$ cat config.mk
export PLATFORM = sky130hd
export DESIGN_NAME = uart_rx_cfg
export DESIGN_NICKNAME = d
export VERILOG_FILES = /design/src/rtl/uart_pkg.sv /design/src/rtl/uart_rx_sync.sv /design/src/rtl/uart_rx_cfg.sv
export SDC_FILE = /design/constraint.sdc
export NUM_CORES = 1
export LEC_CHECK = 0
export ABC_AREA = 1
export CAP_MARGIN = 10
export CORE_AREA = 4 4 67 69
export DETAILED_ROUTE_END_ITERATION = 8
export DIE_AREA = 0 0 71 73
export GPL_ROUTABILITY_DRIVEN = 0
export PLACE_DENSITY_LB_ADDON = 0.25
export SLEW_MARGIN = 10
export SYNTH_ARGS = -nofsm -noshare
export SYNTH_HDL_FRONTEND = slang
export SYNTH_SLANG_ARGS = --single-unit
export TNS_END_PERCENT = 50
$ cat constraint.sdc
create_clock -name clk -period 1.9 [get_ports clk]
set_clock_uncertainty 0.2 [all_clocks]
set_input_delay 0.475 -clock clk [delete_from_list [all_inputs] [get_ports clk]]
set_output_delay 0.475 -clock clk [all_outputs]
set_load 0.01 [all_outputs]
$ cat src/rtl/uart_pkg.sv
// Shared UART definitions: FSM state encoding, parity modes, parameter limits
// and counter-width helpers used by the receiver (and a future transmitter).
package uart_pkg;

    typedef enum logic [2:0] {
        ST_IDLE,
        ST_START,
        ST_DATA,
        ST_PARITY,
        ST_STOP,
        ST_BRK_WAIT
    } uart_state_e;

    localparam logic PAR_MODE_EVEN = 1'b0;
    localparam logic PAR_MODE_ODD  = 1'b1;

    localparam int CLKS_PER_BIT_MIN = 8;
    localparam int CLKS_PER_BIT_MAX = 65535;
    localparam int DATA_BITS_MIN    = 5;
    localparam int DATA_BITS_MAX    = 9;

    function automatic int clk_cnt_w(input int clks_per_bit);
        return $clog2(clks_per_bit);
    endfunction

    function automatic int bit_cnt_w(input int data_bits);
        return $clog2(data_bits + 1);
    endfunction

endpackage

$ cat src/rtl/uart_rx_sync.sv
// Two-flop synchroniser for an asynchronous input; both flops reset to 1 so an
// idle-high line never produces a spurious low after reset.
module uart_rx_sync (
    input  logic clk,
    input  logic rst_n,
    input  logic async_in,
    output logic sync_out
);

    logic meta_q, meta_d;
    logic sync_q, sync_d;

    always_comb begin
        meta_d = async_in;
        sync_d = meta_q;
    end

    always_ff @(posedge clk or negedge rst_n) begin
        if (!rst_n) begin
            meta_q <= 1'b1;
            sync_q <= 1'b1;
        end else begin
            meta_q <= meta_d;
            sync_q <= sync_d;
        end
    end

    assign sync_out = sync_q;

endmodule

$ cat src/rtl/uart_rx_cfg.sv
// Parametrised UART receiver with single-entry valid/ready holding register,
// frame/parity error sidebands, overrun and break detection.
// Parity bit and check are compiled in only when UART_RX_PARITY_EN is defined.
module uart_rx_cfg
    import uart_pkg::*;
#(
    parameter int CLKS_PER_BIT = 87,
    parameter int DATA_BITS    = 8,
    parameter int STOP_BITS    = 1,
    parameter int PARITY_ODD   = 0
) (
    input  logic                 clk,
    input  logic                 rst_n,
    input  logic                 serial_in,
    output logic [DATA_BITS-1:0] rx_data,
    output logic                 rx_valid,
    input  logic                 rx_ready,
    output logic                 frame_err,
    output logic                 parity_err,
    output logic                 overrun,
    output logic                 break_det,
    output logic                 busy
);

    localparam int CNT_W  = clk_cnt_w(CLKS_PER_BIT);
    localparam int BCNT_W = bit_cnt_w(DATA_BITS);

    localparam logic [CNT_W-1:0]  HALF_CNT  = CNT_W'((CLKS_PER_BIT - 1) / 2);
    localparam logic [CNT_W-1:0]  LAST_CNT  = CNT_W'(CLKS_PER_BIT - 1);
    localparam logic [BCNT_W-1:0] DATA_LAST = BCNT_W'(DATA_BITS - 1);
    localparam logic [BCNT_W-1:0] STOP_LAST = BCNT_W'(STOP_BITS - 1);

    generate
        if (CLKS_PER_BIT < CLKS_PER_BIT_MIN || CLKS_PER_BIT > CLKS_PER_BIT_MAX ||
            DATA_BITS < DATA_BITS_MIN || DATA_BITS > DATA_BITS_MAX ||
            (STOP_BITS != 1 && STOP_BITS != 2) ||
            (PARITY_ODD != 0 && PARITY_ODD != 1)) begin : g_bad_param
            $error("uart_rx_cfg: parameter out of legal range");
        end
    endgenerate

    logic rx_s;

    uart_rx_sync u_sync (
        .clk      (clk),
        .rst_n    (rst_n),
        .async_in (serial_in),
        .sync_out (rx_s)
    );

    uart_state_e           state_q, state_d;
    logic [CNT_W-1:0]      cnt_q, cnt_d;
    logic [BCNT_W-1:0]     bcnt_q, bcnt_d;
    logic [DATA_BITS-1:0]  shift_q, shift_d;
    logic                  fe_acc_q, fe_acc_d;
    logic                  pe_acc;
    logic                  par_zero;
    logic                  evt_dlv_q, evt_dlv_d;
    logic                  evt_brk_q, evt_brk_d;

    logic [DATA_BITS-1:0]  rx_data_q, rx_data_d;
    logic                  rx_valid_q, rx_valid_d;
    logic                  frame_err_q, frame_err_d;
    logic                  parity_err_q, parity_err_d;
    logic                  overrun_q, overrun_d;
    logic                  break_det_q, break_det_d;
    logic                  load, accept;

`ifdef UART_RX_PARITY_EN
    localparam logic PAR_SENSE = (PARITY_ODD != 0) ? PAR_MODE_ODD : PAR_MODE_EVEN;
    logic pbit_q, pbit_d;
    logic pe_acc_q, pe_acc_d;

    assign par_zero = ~pbit_q;
    assign pe_acc   = pe_acc_q;
`else
    assign par_zero = 1'b1;
    assign pe_acc   = 1'b0;
`endif

    always_comb begin
        state_d   = state_q;
        cnt_d     = cnt_q + 1'b1;
        bcnt_d    = bcnt_q;
        shift_d   = shift_q;
        fe_acc_d  = fe_acc_q;
        evt_dlv_d = 1'b0;
        evt_brk_d = 1'b0;
`ifdef UART_RX_PARITY_EN
        pbit_d    = pbit_q;
        pe_acc_d  = pe_acc_q;
`endif
        case (state_q)
            ST_IDLE: begin
                bcnt_d   = '0;
                fe_acc_d = 1'b0;
`ifdef UART_RX_PARITY_EN
                pe_acc_d = 1'b0;
`endif
                if (!rx_s) state_d = ST_START;
            end
            ST_START: begin
                if (cnt_q == HALF_CNT) state_d = rx_s ? ST_IDLE : ST_DATA;
            end
            ST_DATA: begin
                if (cnt_q == LAST_CNT) begin
                    shift_d = {rx_s, shift_q[DATA_BITS-1:1]};
                    if (bcnt_q == DATA_LAST) begin
                        bcnt_d = '0;
`ifdef UART_RX_PARITY_EN
                        state_d = ST_PARITY;
`else
                        state_d = ST_STOP;
`endif
                    end else begin
                        bcnt_d = bcnt_q + 1'b1;
                    end
                end
            end
`ifdef UART_RX_PARITY_EN
            ST_PARITY: begin
                if (cnt_q == LAST_CNT) begin
                    pbit_d   = rx_s;
                    pe_acc_d = ((^shift_q) ^ rx_s) != PAR_SENSE;
                    state_d  = ST_STOP;
                end
            end
`endif
            ST_STOP: begin
                if (cnt_q == LAST_CNT) begin
                    // An all-zero frame through the first stop bit is a break, not a word.
                    if (bcnt_q == '0 && !rx_s && shift_q == '0 && par_zero) begin
                        state_d   = ST_BRK_WAIT;
                        evt_brk_d = 1'b1;
                    end else begin
                        fe_acc_d = fe_acc_q | ~rx_s;
                        if (bcnt_q == STOP_LAST) begin
                            state_d   = ST_IDLE;
                            evt_dlv_d = 1'b1;
                        end else begin
                            bcnt_d = bcnt_q + 1'b1;
                        end
                    end
                end
            end
            ST_BRK_WAIT: begin
                if (rx_s) state_d = ST_IDLE;
            end
            default: state_d = ST_IDLE;
        endcase
        if (state_d != state_q || state_q == ST_IDLE || state_q == ST_BRK_WAIT) cnt_d = '0;
    end

    // Delivery happens the cycle after the last stop sample, using the staged frame.
    always_comb begin
        load         = evt_dlv_q && (!rx_valid_q || rx_ready);
        accept       = rx_valid_q && rx_ready;
        rx_valid_d   = rx_valid_q;
        rx_data_d    = rx_data_q;
        frame_err_d  = frame_err_q;
        parity_err_d = parity_err_q;
        overrun_d    = overrun_q;
        break_det_d  = evt_brk_q;
        if (load) begin
            rx_valid_d   = 1'b1;
            rx_data_d    = shift_q;
            frame_err_d  = fe_acc_q;
            parity_err_d = pe_acc;
        end else if (accept) begin
            rx_valid_d = 1'b0;
        end
        if (evt_dlv_q && !load) overrun_d = 1'b1;
        if (accept) overrun_d = 1'b0;
    end

    always_ff @(posedge clk or negedge rst_n) begin
        if (!rst_n) begin
            state_q      <= ST_IDLE;
            cnt_q        <= '0;
            bcnt_q       <= '0;
            shift_q      <= '0;
            fe_acc_q     <= 1'b0;
            evt_dlv_q    <= 1'b0;
            evt_brk_q    <= 1'b0;
            rx_data_q    <= '0;
            rx_valid_q   <= 1'b0;
            frame_err_q  <= 1'b0;
            parity_err_q <= 1'b0;
            overrun_q    <= 1'b0;
            break_det_q  <= 1'b0;
        end else begin
            state_q      <= state_d;
            cnt_q        <= cnt_d;
            bcnt_q       <= bcnt_d;
            shift_q      <= shift_d;
            fe_acc_q     <= fe_acc_d;
            evt_dlv_q    <= evt_dlv_d;
            evt_brk_q    <= evt_brk_d;
            rx_data_q    <= rx_data_d;
            rx_valid_q   <= rx_valid_d;
            frame_err_q  <= frame_err_d;
            parity_err_q <= parity_err_d;
            overrun_q    <= overrun_d;
            break_det_q  <= break_det_d;
        end
    end

`ifdef UART_RX_PARITY_EN
    always_ff @(posedge clk or negedge rst_n) begin
        if (!rst_n) begin
            pbit_q   <= 1'b0;
            pe_acc_q <= 1'b0;
        end else begin
            pbit_q   <= pbit_d;
            pe_acc_q <= pe_acc_d;
        end
    end
`endif

    assign rx_data    = rx_data_q;
    assign rx_valid   = rx_valid_q;
    assign frame_err  = frame_err_q;
    assign parity_err = parity_err_q;
    assign overrun    = overrun_q;
    assign break_det  = break_det_q;
    assign busy       = (state_q != ST_IDLE);

endmodule

Word-level counts from Yosys, hierarchy flattened:

Index checks and enable logic that the tools add are counted.

* add/sub/neg operators: 2
* equality and inequality tests: 12
* mux-type cells: 31
* bitwise gates (word level): 2
* reductions and logical operators: 22

Operators with widths (count)
* $mux 3: 8
* $mux 4: 5
* $pmux 3 s5: 1
* $mux 1: 13
* $pmux 4 s3: 1
* $logic_not 8->1: 1
* $ne 2x2->1 const B: 4
* $add 7x1->7 const B: 1
* $eq 7x6->1 const B: 1
* $eq 7x7->1 const B: 1
* $mux 7: 1
* $eq 3x3->1 const B: 2
* $reduce_bool 2->1: 3
* $reduce_bool 3->1: 2
* $logic_and 1x1->1: 5
* $reduce_and 5->1: 1
* $add 4x1->4 const B: 1
* $eq 4x3->1 const B: 1
* $logic_not 4->1: 1
* $eq 3x1->1 const B: 1
* $eq 3x2->1 const B: 1
* $logic_not 1->1: 3
* $logic_not 3->1: 1
* $logic_or 1x1->1: 3
* other kinds (7): 7

* register bits: 39
* input port bits: 4
* output and inout bits: 14
* logic and storage cells: 83

Longest topological paths before layout:

Gate-level depths: netlist of the first run.

* depth after elaboration: 10
* mapped depth: 13
* mapped depth without buffers: 13

By module:

A second synthesis of the first run with hierarchy kept.

* cell total of the unflattened synthesis: 210
* area total of the unflattened synthesis: 1823.0 µm²

By module, submodules not included
* uart_rx_cfg: instances 1, cells an instance 208, area each 1770.4 µm², sequential area each 925.9 µm²
* uart_rx_sync: instances 1, cells an instance 2, area each 52.6 µm², sequential area each 52.6 µm²

Worst setup path after synthesis of the first run:

No wires, ideal clock.

* path type: reg2reg
* start: register cnt_q[0]
* end: register cnt_q[0]
* library setup time: 69 ps
* arrival time: 1438 ps
* data required time: 1631 ps
* setup slack: 193 ps
* cell stages (with the launch flop): 13
* path buffers: 0
* clock period less this slack: 1707 ps
* cell sequence: dfrtp_1 inv_1 ha_1 nand3_2 nor2_4 nand2_2 nand2_2 nand2_2 nand2_1 o21ai_1 nor2_2 nand2_4 nor2_2

* word-level cells in the longest chain between the ends: 7
* elaborated cells between the ends (all ways): 11
* those cells by class: add/sub (1); eq/ne (3); mux (5); reduce/logical (2)

RTL lines
* start: declaration: line uart_rx_cfg.sv:52 `logic [CNT_W-1:0] cnt_q, cnt_d;`
* start signal: assignment: line uart_rx_cfg.sv:193 `cnt_q <= cnt_d;`
* $eq 7x7->1 or $eq 7x6->1 (tied branches): line uart_rx_cfg.sv:106, uart_rx_cfg.sv:130, uart_rx_cfg.sv:103
* $mux 3 (on tied branches): line uart_rx_cfg.sv:130, uart_rx_cfg.sv:103, uart_rx_cfg.sv:106
* $pmux 3 s5: line uart_rx_cfg.sv:93 `case (state_q)`
* $ne 3x3->1: line uart_rx_cfg.sv:151 `if (state_d != state_q || state_q == ST_IDLE || state_q == ST_BRK_WAIT) cnt_d = '0;`
* $logic_or 1x1->1 (2 in a row): line uart_rx_cfg.sv:151
* $mux 7 (*): line uart_rx_cfg.sv:151
* net cnt_d[0]: line uart_rx_cfg.sv:52

Mark *: on every way through the listed nets, which the timed path passes. The rest lies on a longest branch.
A chain may end at the register's enable or synchronous reset.

Worst setup path after layout of the first run:

* start: register cnt_q[0]
* end: register cnt_q[3]

* word-level cells in the longest chain between the ends: 7
* elaborated cells between the ends (all ways): 11
* those cells by class: add/sub (1); eq/ne (3); mux (5); reduce/logical (2)

RTL lines
* $eq 7x7->1 or $eq 7x6->1 (tied branches): line uart_rx_cfg.sv:106, uart_rx_cfg.sv:130, uart_rx_cfg.sv:103
* $mux 3 (on tied branches): line uart_rx_cfg.sv:130, uart_rx_cfg.sv:103, uart_rx_cfg.sv:106
* $pmux 3 s5 (*): line uart_rx_cfg.sv:93
* net state_d[0]: line uart_rx_cfg.sv:51 `uart_state_e state_q, state_d;`
* $ne 3x3->1 (*): line uart_rx_cfg.sv:151
* $logic_or 1x1->1 (*) (2 in a row): line uart_rx_cfg.sv:151
* $mux 7 (*): line uart_rx_cfg.sv:151
* net cnt_d[3]: line uart_rx_cfg.sv:52

Marks and branches as above.

==> flow_metrics.env, run 1 <==
export IMPL_status="finished with violations"
export IMPL_failed_checks="setup timing"
export IMPL_cts_tree="yes"
export IMPL_start_util=0.4802
export IMPL_whs_ns=0.1506
export IMPL_r2r_cells=12
export IMPL_drt_iter0_drc=104
export IMPL_cp_cell_sequence="inv_1 > ha_2 > nand3_2 > nor2_4 > nand3_2 > nand2_2 > nand3_4 > nand2_4 > nand2_2 > nand2_2 > nand2_4 > nor2_2"
export IMPL_wl_met3_um=148
export IMPL_syn_nets=229
export IMPL_grt_max_degree=21
export IMPL_drtAntennaViolNets=0
export IMPL_synth_edff_count=0
export IMPL_fin_ws_ns=-0.04759
export IMPL_min_path_type="reg2reg"
export IMPL_timing_rr_start="cnt_q[0]$_DFF_PN0_"
export IMPL_hpwl_um=2576
export IMPL_synth_top_cell_by_area="dfrtp_1"
export IMPL_placed_cell_area_sq_mm=0.002140
export IMPL_critical_path_peak_fanout=7
export IMPL_antenna_found_initial=0
export IMPL_cp_common_cell="nand2_2"
export IMPL_placed_cells=290
export IMPL_worstSetupEndpointType="register"
export IMPL_fin_tns_setup_ns=-0.3040
export IMPL_cellLeakagePower_nw=1.080
export IMPL_post_route_util=0.6129
export IMPL_max_stage_delay_ns=0.40
export IMPL_slew_viol_final=0
export IMPL_cp_slowest_cell="dfrtp_1"
export IMPL_path_class="reg2reg"
export IMPL_stdcell_area_sq_mm=0.002399
export IMPL_peakVddDrop_mv=0.5286
export IMPL_syn_area_sq_mm=0.001879
export IMPL_clkTransAtPathRegs_ns=0.07
export IMPL_drt_pass1_iter_count=4
export IMPL_cts_buffers=5
export IMPL_clock_path_buffers=2
export IMPL_vias=1523
export IMPL_min_delay_path_depth=0
export IMPL_finalNetCount=261
export IMPL_path_buf_inv=1
export IMPL_synth_area_leaders="dfrtp_1, nand2_1, o21ai_0, inv_1, nor2_2"
export IMPL_pre_cts_ws_ns=0.02277
export IMPL_diodes=0
export IMPL_io_buffers=16
export IMPL_cp_arrival_ns=1.97
export IMPL_grt_use_total=0.1429
export IMPL_rrSetupSlack_ns=-0.05
export IMPL_die_h_um=73
export IMPL_synth_avg_cell_area_sq_um=8.504
export IMPL_cts_root_buf="clkbuf_8"
export IMPL_cts_htree_levels=2
export IMPL_grt_setup_unrepaired="yes"
export IMPL_drt_total_wl_um=3638
export IMPL_startpoint_type="register"
export IMPL_fin_cells=304
export IMPL_syn_inst=221
export IMPL_die_area_sq_mm=0.005183
export IMPL_synth_seq_cells=39
export IMPL_setup_viol=7
export IMPL_cts_sink_count=39
export IMPL_wl_met2_um=1839
export IMPL_required_ns=1.92
export IMPL_core_region_area_sq_mm=0.003914
export IMPL_cap_violations=0
export IMPL_total_power_mw=1.910
export IMPL_r2r_end="cnt_q[3]$_DFF_PN0_"
export IMPL_synth_seq_area_share=0.5206
export IMPL_finalHoldViolCount=0
export IMPL_grt_pass1_wl_um=5837
export IMPL_hold_path_end="break_det$_DFF_PN0_"
export IMPL_min_period_ns=1.948
export IMPL_fmax_ghz=0.5135
export IMPL_area_delta_synth_final_pct=27.63
export IMPL_synthArstFlopShare=1.000
export IMPL_wl_met1_um=1580
export IMPL_wl_per_cell_um=11.97
export IMPL_post_route_period_util=1.025
export IMPL_grt_overflow=0
export IMPL_netlist_cell_type_count=26
export IMPL_synthFlopType="dfrtp_1"
export IMPL_power_density_mw_per_mm2=796.4
export IMPL_die_w_um=71
export IMPL_synthTopCellsByCount="nand2_1, dfrtp_1, inv_1, o21ai_0, nor2_1"
export IMPL_ios=18
export IMPL_drcViolationCount=0
export IMPL_synth_top_area_share=0.4927
export IMPL_grt_pass1_vias=1332
export IMPL_drive_gt1_frac=0.2638
export IMPL_path_delay_family="simple AND/OR/NAND/NOR gates"
export IMPL_viasPerCell=5.010
export IMPL_post_synth_top_count_cell="nand2_1"
export IMPL_min_from="break_det_d$_DFF_PN0_"
export IMPL_rows=23
export IMPL_clk_latency_ns=0.28
export IMPL_top_layer_used="met4"
export IMPL_synth_warnings=0
-- power breakdown --
part           leakage [nW]  switching [mW]  internal [mW]
combinational         0.482           0.155         0.0892
clock                0.0654           0.280          0.525
sequential            0.533          0.0143          0.847
total                  1.08           0.449           1.46
-- registers in the layout, summed over array words and instances, names as in the netlist, 3 cells and up --
register	cells
rx_data	8
shift_q	8
bcnt_q	4
cnt_q	7
state_q	3
-- worst max path at each step --
stage | startpoint | to | cells after the start
after floorplan | cnt_q[0]$_DFF_PN0_ | cnt_q[0]$_DFF_PN0_ | 12
after global placement | state_q[0]$_DFF_PN0_ | busy | 3
after detailed placement | cnt_q[0]$_DFF_PN0_ | cnt_q[0]$_DFF_PN0_ | 12
after CTS | cnt_q[0]$_DFF_PN0_ | cnt_q[0]$_DFF_PN0_ | 12
after global routing | cnt_q[0]$_DFF_PN0_ | cnt_q[2]$_DFF_PN0_ | 12
final | cnt_q[0]$_DFF_PN0_ | cnt_q[3]$_DFF_PN0_ | 12
-- logic make-up after synthesis --
family	count (synthesis)	synth area share
and+or+nand+nor	107	0.2696
DFF	39	0.5206
buffers and inverters	35	0.07191
AOI/OAI and AO/OA	29	0.07989
xor gates and xnor gates	5	0.02331
adders and majority gates	4	0.02663
other	1	0.001995
muxes	1	0.005992
-- layout make-up --
type,instances,area (sq um)
clock buffer,6,72.57
clock inverter,2,60.06
fill,349,1515
inverter,32,120.1
multi-input combinational,147,849.6
sequential,39,978.4
tap,50,62.56
timing repair buffer,28,255.2
-- repair_timing --
action	in CTS	in global routing
setup buffers	1	4
endpoints found under the hold margin	17	0
hold buffers	1	0
resized for setup	1	30
endpoints found under the setup margin	1	19
pin swaps	1	18
-- placed cells by master, fill, tap and decap left out, types with 2 or more instances in the layout --
master | Yosys | routed
nand3_1 | 11 | 7
a21oi_1 | 3 | 3
nor2_1 | 15 | 14
dfrtp_1 | 37 | 37
o21a_1 | 2 | 2
nand2_2 | 6 | 14
ha_1 | 4 | 3
nor2_2 | 10 | 7
inv_2 | 5 | 7
nand2_1 | 51 | 42
nor3_1 | 6 | 6
nor2_4 | 1 | 5
inv_1 | 27 | 25
clkdlybuf4s50_1 | 0 | 14
xor2_1 | 3 | 3
o21ai_0 | 22 | 18
nand2_4 | 1 | 2
nand4_1 | 2 | 2
buf_4 | 1 | 10
clkbuf_8 | 0 | 5
o21ai_1 | 2 | 5
xnor2_1 | 2 | 2
nand3_2 | 3 | 6
dfstp_2 | 2 | 2
bufinv_16 | 0 | 2
-- metal layers --
metal,up-vias,track usage
met2,32,0.2379
met5,-,0
met3,9,0.02893
li1,753,-
met1,729,0.1811
met4,0,0.06263
(Power assumes the default switching activity.)
==> run 2, diff against run 1 <==
--- a/config.mk
+++ b/config.mk
@@ -5,13 +5,13 @@
 export SDC_FILE = /design/constraint.sdc
 export NUM_CORES = 1
 export LEC_CHECK = 0
-export ABC_AREA = 1
 export CAP_MARGIN = 10
-export CORE_AREA = 4 4 67 69
+export CORE_AREA = 4 4 68 70
 export DETAILED_ROUTE_END_ITERATION = 8
-export DIE_AREA = 0 0 71 73
+export DIE_AREA = 0 0 72 74
 export GPL_ROUTABILITY_DRIVEN = 0
 export PLACE_DENSITY_LB_ADDON = 0.25
+export REMOVE_ABC_BUFFERS = 1
 export SLEW_MARGIN = 10
 export SYNTH_ARGS = -nofsm -noshare
 export SYNTH_HDL_FRONTEND = slang
==> run 2 against run 1 <==
The run still ends with setup timing left; cell count fell by 9.5%; sequential share of layout area decreased by 5.0 points; global-route usage grew 6.1 points; register-to-register slack is essentially flat; count of clock-buffer cells in the layout unchanged; flip-flop and latch count is the same; fmax increased by 0.29%; synthesized area rose by 2.5%; power is 4.2% lower; final area up 14%; core utilization is 7.6 points higher; critical endpoint is now bcnt_q[2]$_DFFE_PN0P_; highest routed layer unchanged.
==> flow_metrics.env, run 2 <==
export IMPL_status="finished with violations"
export IMPL_failed_checks="setup timing"
export IMPL_synthArstFlopShare=1.000
export IMPL_area_delta_synth_final_pct=42.17
export IMPL_rows=23
export IMPL_synth_warnings=0
export IMPL_clk_latency_ns=0.30
export IMPL_grt_setup_unrepaired="yes"
export IMPL_setup_viol=7
export IMPL_grt_overflow=0
export IMPL_clock_path_buffers=2
export IMPL_drt_total_wl_um=5034
export IMPL_wl_per_cell_um=18.31
export IMPL_io_buffers=16
export IMPL_post_route_period_util=1.022
export IMPL_path_class="reg2reg"
export IMPL_synth_top_area_share=0.4808
export IMPL_grt_pass1_vias=1685
export IMPL_netlist_cell_type_count=47
export IMPL_synth_seq_cells=39
export IMPL_syn_inst=164
export IMPL_multi_input_area_sq_mm=0.001042
export IMPL_cts_sink_count=39
export IMPL_synth_seq_area_share=0.5081
export IMPL_drt_pass1_iter_count=4
export IMPL_die_h_um=74
export IMPL_cts_tree="yes"
export IMPL_regArea_sq_um=980.9
export IMPL_fmax_ghz=0.5150
export IMPL_finalNetCount=232
export IMPL_cp_cell_sequence="inv_2 > ha_2 > nor3b_4 > buf_6 > nand4b_1 > buf_4 > nand3_2 > o211ai_1"
export IMPL_slew_viol_final=0
export IMPL_min_period_ns=1.942
export IMPL_ios=18
export IMPL_grt_max_degree=40
export IMPL_drcViolationCount=0
export IMPL_start_util=0.4849
export IMPL_stdcell_area_sq_mm=0.002738
export IMPL_power_density_mw_per_mm2=668.8
export IMPL_cp_slowest_cell="dfrtp_1"
export IMPL_synthFlopType="dfrtp_1"
export IMPL_viasPerCell=5.800
export IMPL_min_path_type="in2async"
export IMPL_grt_use_total=0.2041
export IMPL_path_delay_family="simple AND/OR/NAND/NOR gates"
export IMPL_synth_avg_cell_area_sq_um=11.74
export IMPL_cts_root_buf="clkbuf_8"
export IMPL_critical_path_peak_fanout=4
export IMPL_peakVddDrop_mv=0.6132
export IMPL_cp_arrival_ns=1.92
export IMPL_max_stage_delay_ns=0.41
export IMPL_synth_top_cell_by_area="dfrtp_1"
export IMPL_diodes=0
export IMPL_slew_headroom=0.6628
export IMPL_synthTopCellsByCount="dfrtp_1, mux2_2, nand3_1, a21oi_1, inv_1"
export IMPL_grt_pass1_wl_um=8224
export IMPL_post_synth_top_count_cell="dfrtp_1"
export IMPL_worstSetupEndpointType="register"
export IMPL_cap_violations=0
export IMPL_finalHoldViolCount=0
export IMPL_core_region_area_sq_mm=0.003971
export IMPL_synth_edff_count=0
export IMPL_path_buf_inv=3
export IMPL_fill_cells=287
export IMPL_startpoint_type="register"
export IMPL_ctsHoldBuffers=0
export IMPL_clkTransAtPathRegs_ns=0.07
export IMPL_whs_ns=0.02964
export IMPL_cts_buffers=5
export IMPL_final_common_cell="buf_4"
export IMPL_cellLeakagePower_nw=1.353
export IMPL_cts_htree_levels=2
export IMPL_drive_gt1_frac=0.4444
export IMPL_drt_iter0_drc=114
export IMPL_die_area_sq_mm=0.005328
export IMPL_synth_area_leaders="dfrtp_1, mux2_2, nand3_1, a2111oi_4, dfstp_2"
export IMPL_required_ns=1.87
export IMPL_tightest_slew_ns=0.5059
export IMPL_placed_cell_area_sq_mm=0.002401
export IMPL_vias=1595
export IMPL_die_w_um=72
export IMPL_hpwl_um=3208
export IMPL_drtAntennaViolNets=0
export IMPL_final_cell_mix="buf_4, dfrtp_1, mux2_2"
export IMPL_syn_area_sq_mm=0.001926
export IMPL_fin_ws_ns=-0.04192
export IMPL_antenna_found_initial=0
export IMPL_pre_cts_ws_ns=-0.1472
run 2: metal layers:
| metal | vias to the layer above | share of wire | GRT usage |
|---|---|---|---|
| li1 | 730 | - | - |
| met1 | 801 | 0.39 | 0.2354 |
| met2 | 51 | 0.54 | 0.3663 |
| met3 | 13 | 0.043 | 0.04189 |
| met4 | 0 | 0.029 | 0.09395 |
| met5 | - | 0 | 0 |
run 2: worst paths after layout:
kind                                         start                         to  slack [ns]  depth (start not counted)
max                          bcnt_q[0]$_DFFE_PN0P_      bcnt_q[2]$_DFFE_PN0P_       -0.04                          8
min                                          rst_n       rx_valid$_DFFE_PN0P_        0.03                          2
max reg2reg                  bcnt_q[0]$_DFFE_PN0P_      bcnt_q[2]$_DFFE_PN0P_       -0.04                          8
min reg2reg                u_sync.meta_q$_DFF_PN1_  u_sync.sync_out$_DFF_PN1_        0.16                          0
max in group asynchronous                    rst_n       state_q[0]$_DFF_PN0_        1.10                          2
min in group clk           u_sync.meta_q$_DFF_PN1_  u_sync.sync_out$_DFF_PN1_        0.16                          0
run 2: power breakdown:
part | total [mW] | internal, mW | switching [mW]
registers | 0.864 | 0.847 | 0.0162
logic | 0.257 | 0.132 | 0.125
clock network | 0.710 | 0.424 | 0.285
run 2: stage by stage:
stage,std cells,setup TNS [ns],utilization,power [mW]
floorplan,159,-1.615,-,0.9638
CTS,274,-0.2024,0.6689,1.803
global placement,259,-1.254,0.6046,1.055
global route,275,-1.194,0.6894,1.911
detailed placement,259,-2.346,0.6046,1.065
finish,275,-0.1537,0.6894,1.831
run 2: cells by family after synthesis:
kind of cell / share of synthesized area
flops: 0.5081
simple gates: 0.1761
xor+xnor: 0.01820
other cells: 0.001947
fa+ha+maj: 0.02599
compound gates: 0.1397
mux: 0.1046
buf+inv: 0.02534
run 2: area by class of cell:
type,instances,share of cell area
Clock buffer,6,0.03016
Timing Repair Buffer,58,0.1856
Sequential cell,39,0.3583
Clock inverter,2,0.01280
Inverter,7,0.009598
Tap cell,50,0.02285
Multi-Input combinational cell,113,0.3807
run 2: timing repair:
action | 4_1_cts | 5_1_grt
pin swaps | 6 | 7
endpoints found under the hold margin | 0 | 0
setup buffers | 7 | 2
resized for setup | 24 | 27
endpoints found under the setup margin | 24 | 30
run 2: worst reg2reg max path: stages, from the launching register on:
cell	delay [ns]
dfrtp_1	0.41
inv_2	0.06
ha_2	0.19
nor3b_4	0.16
buf_6	0.14
nand4b_1	0.27
buf_4	0.22
nand3_2	0.07
o211ai_1	0.09
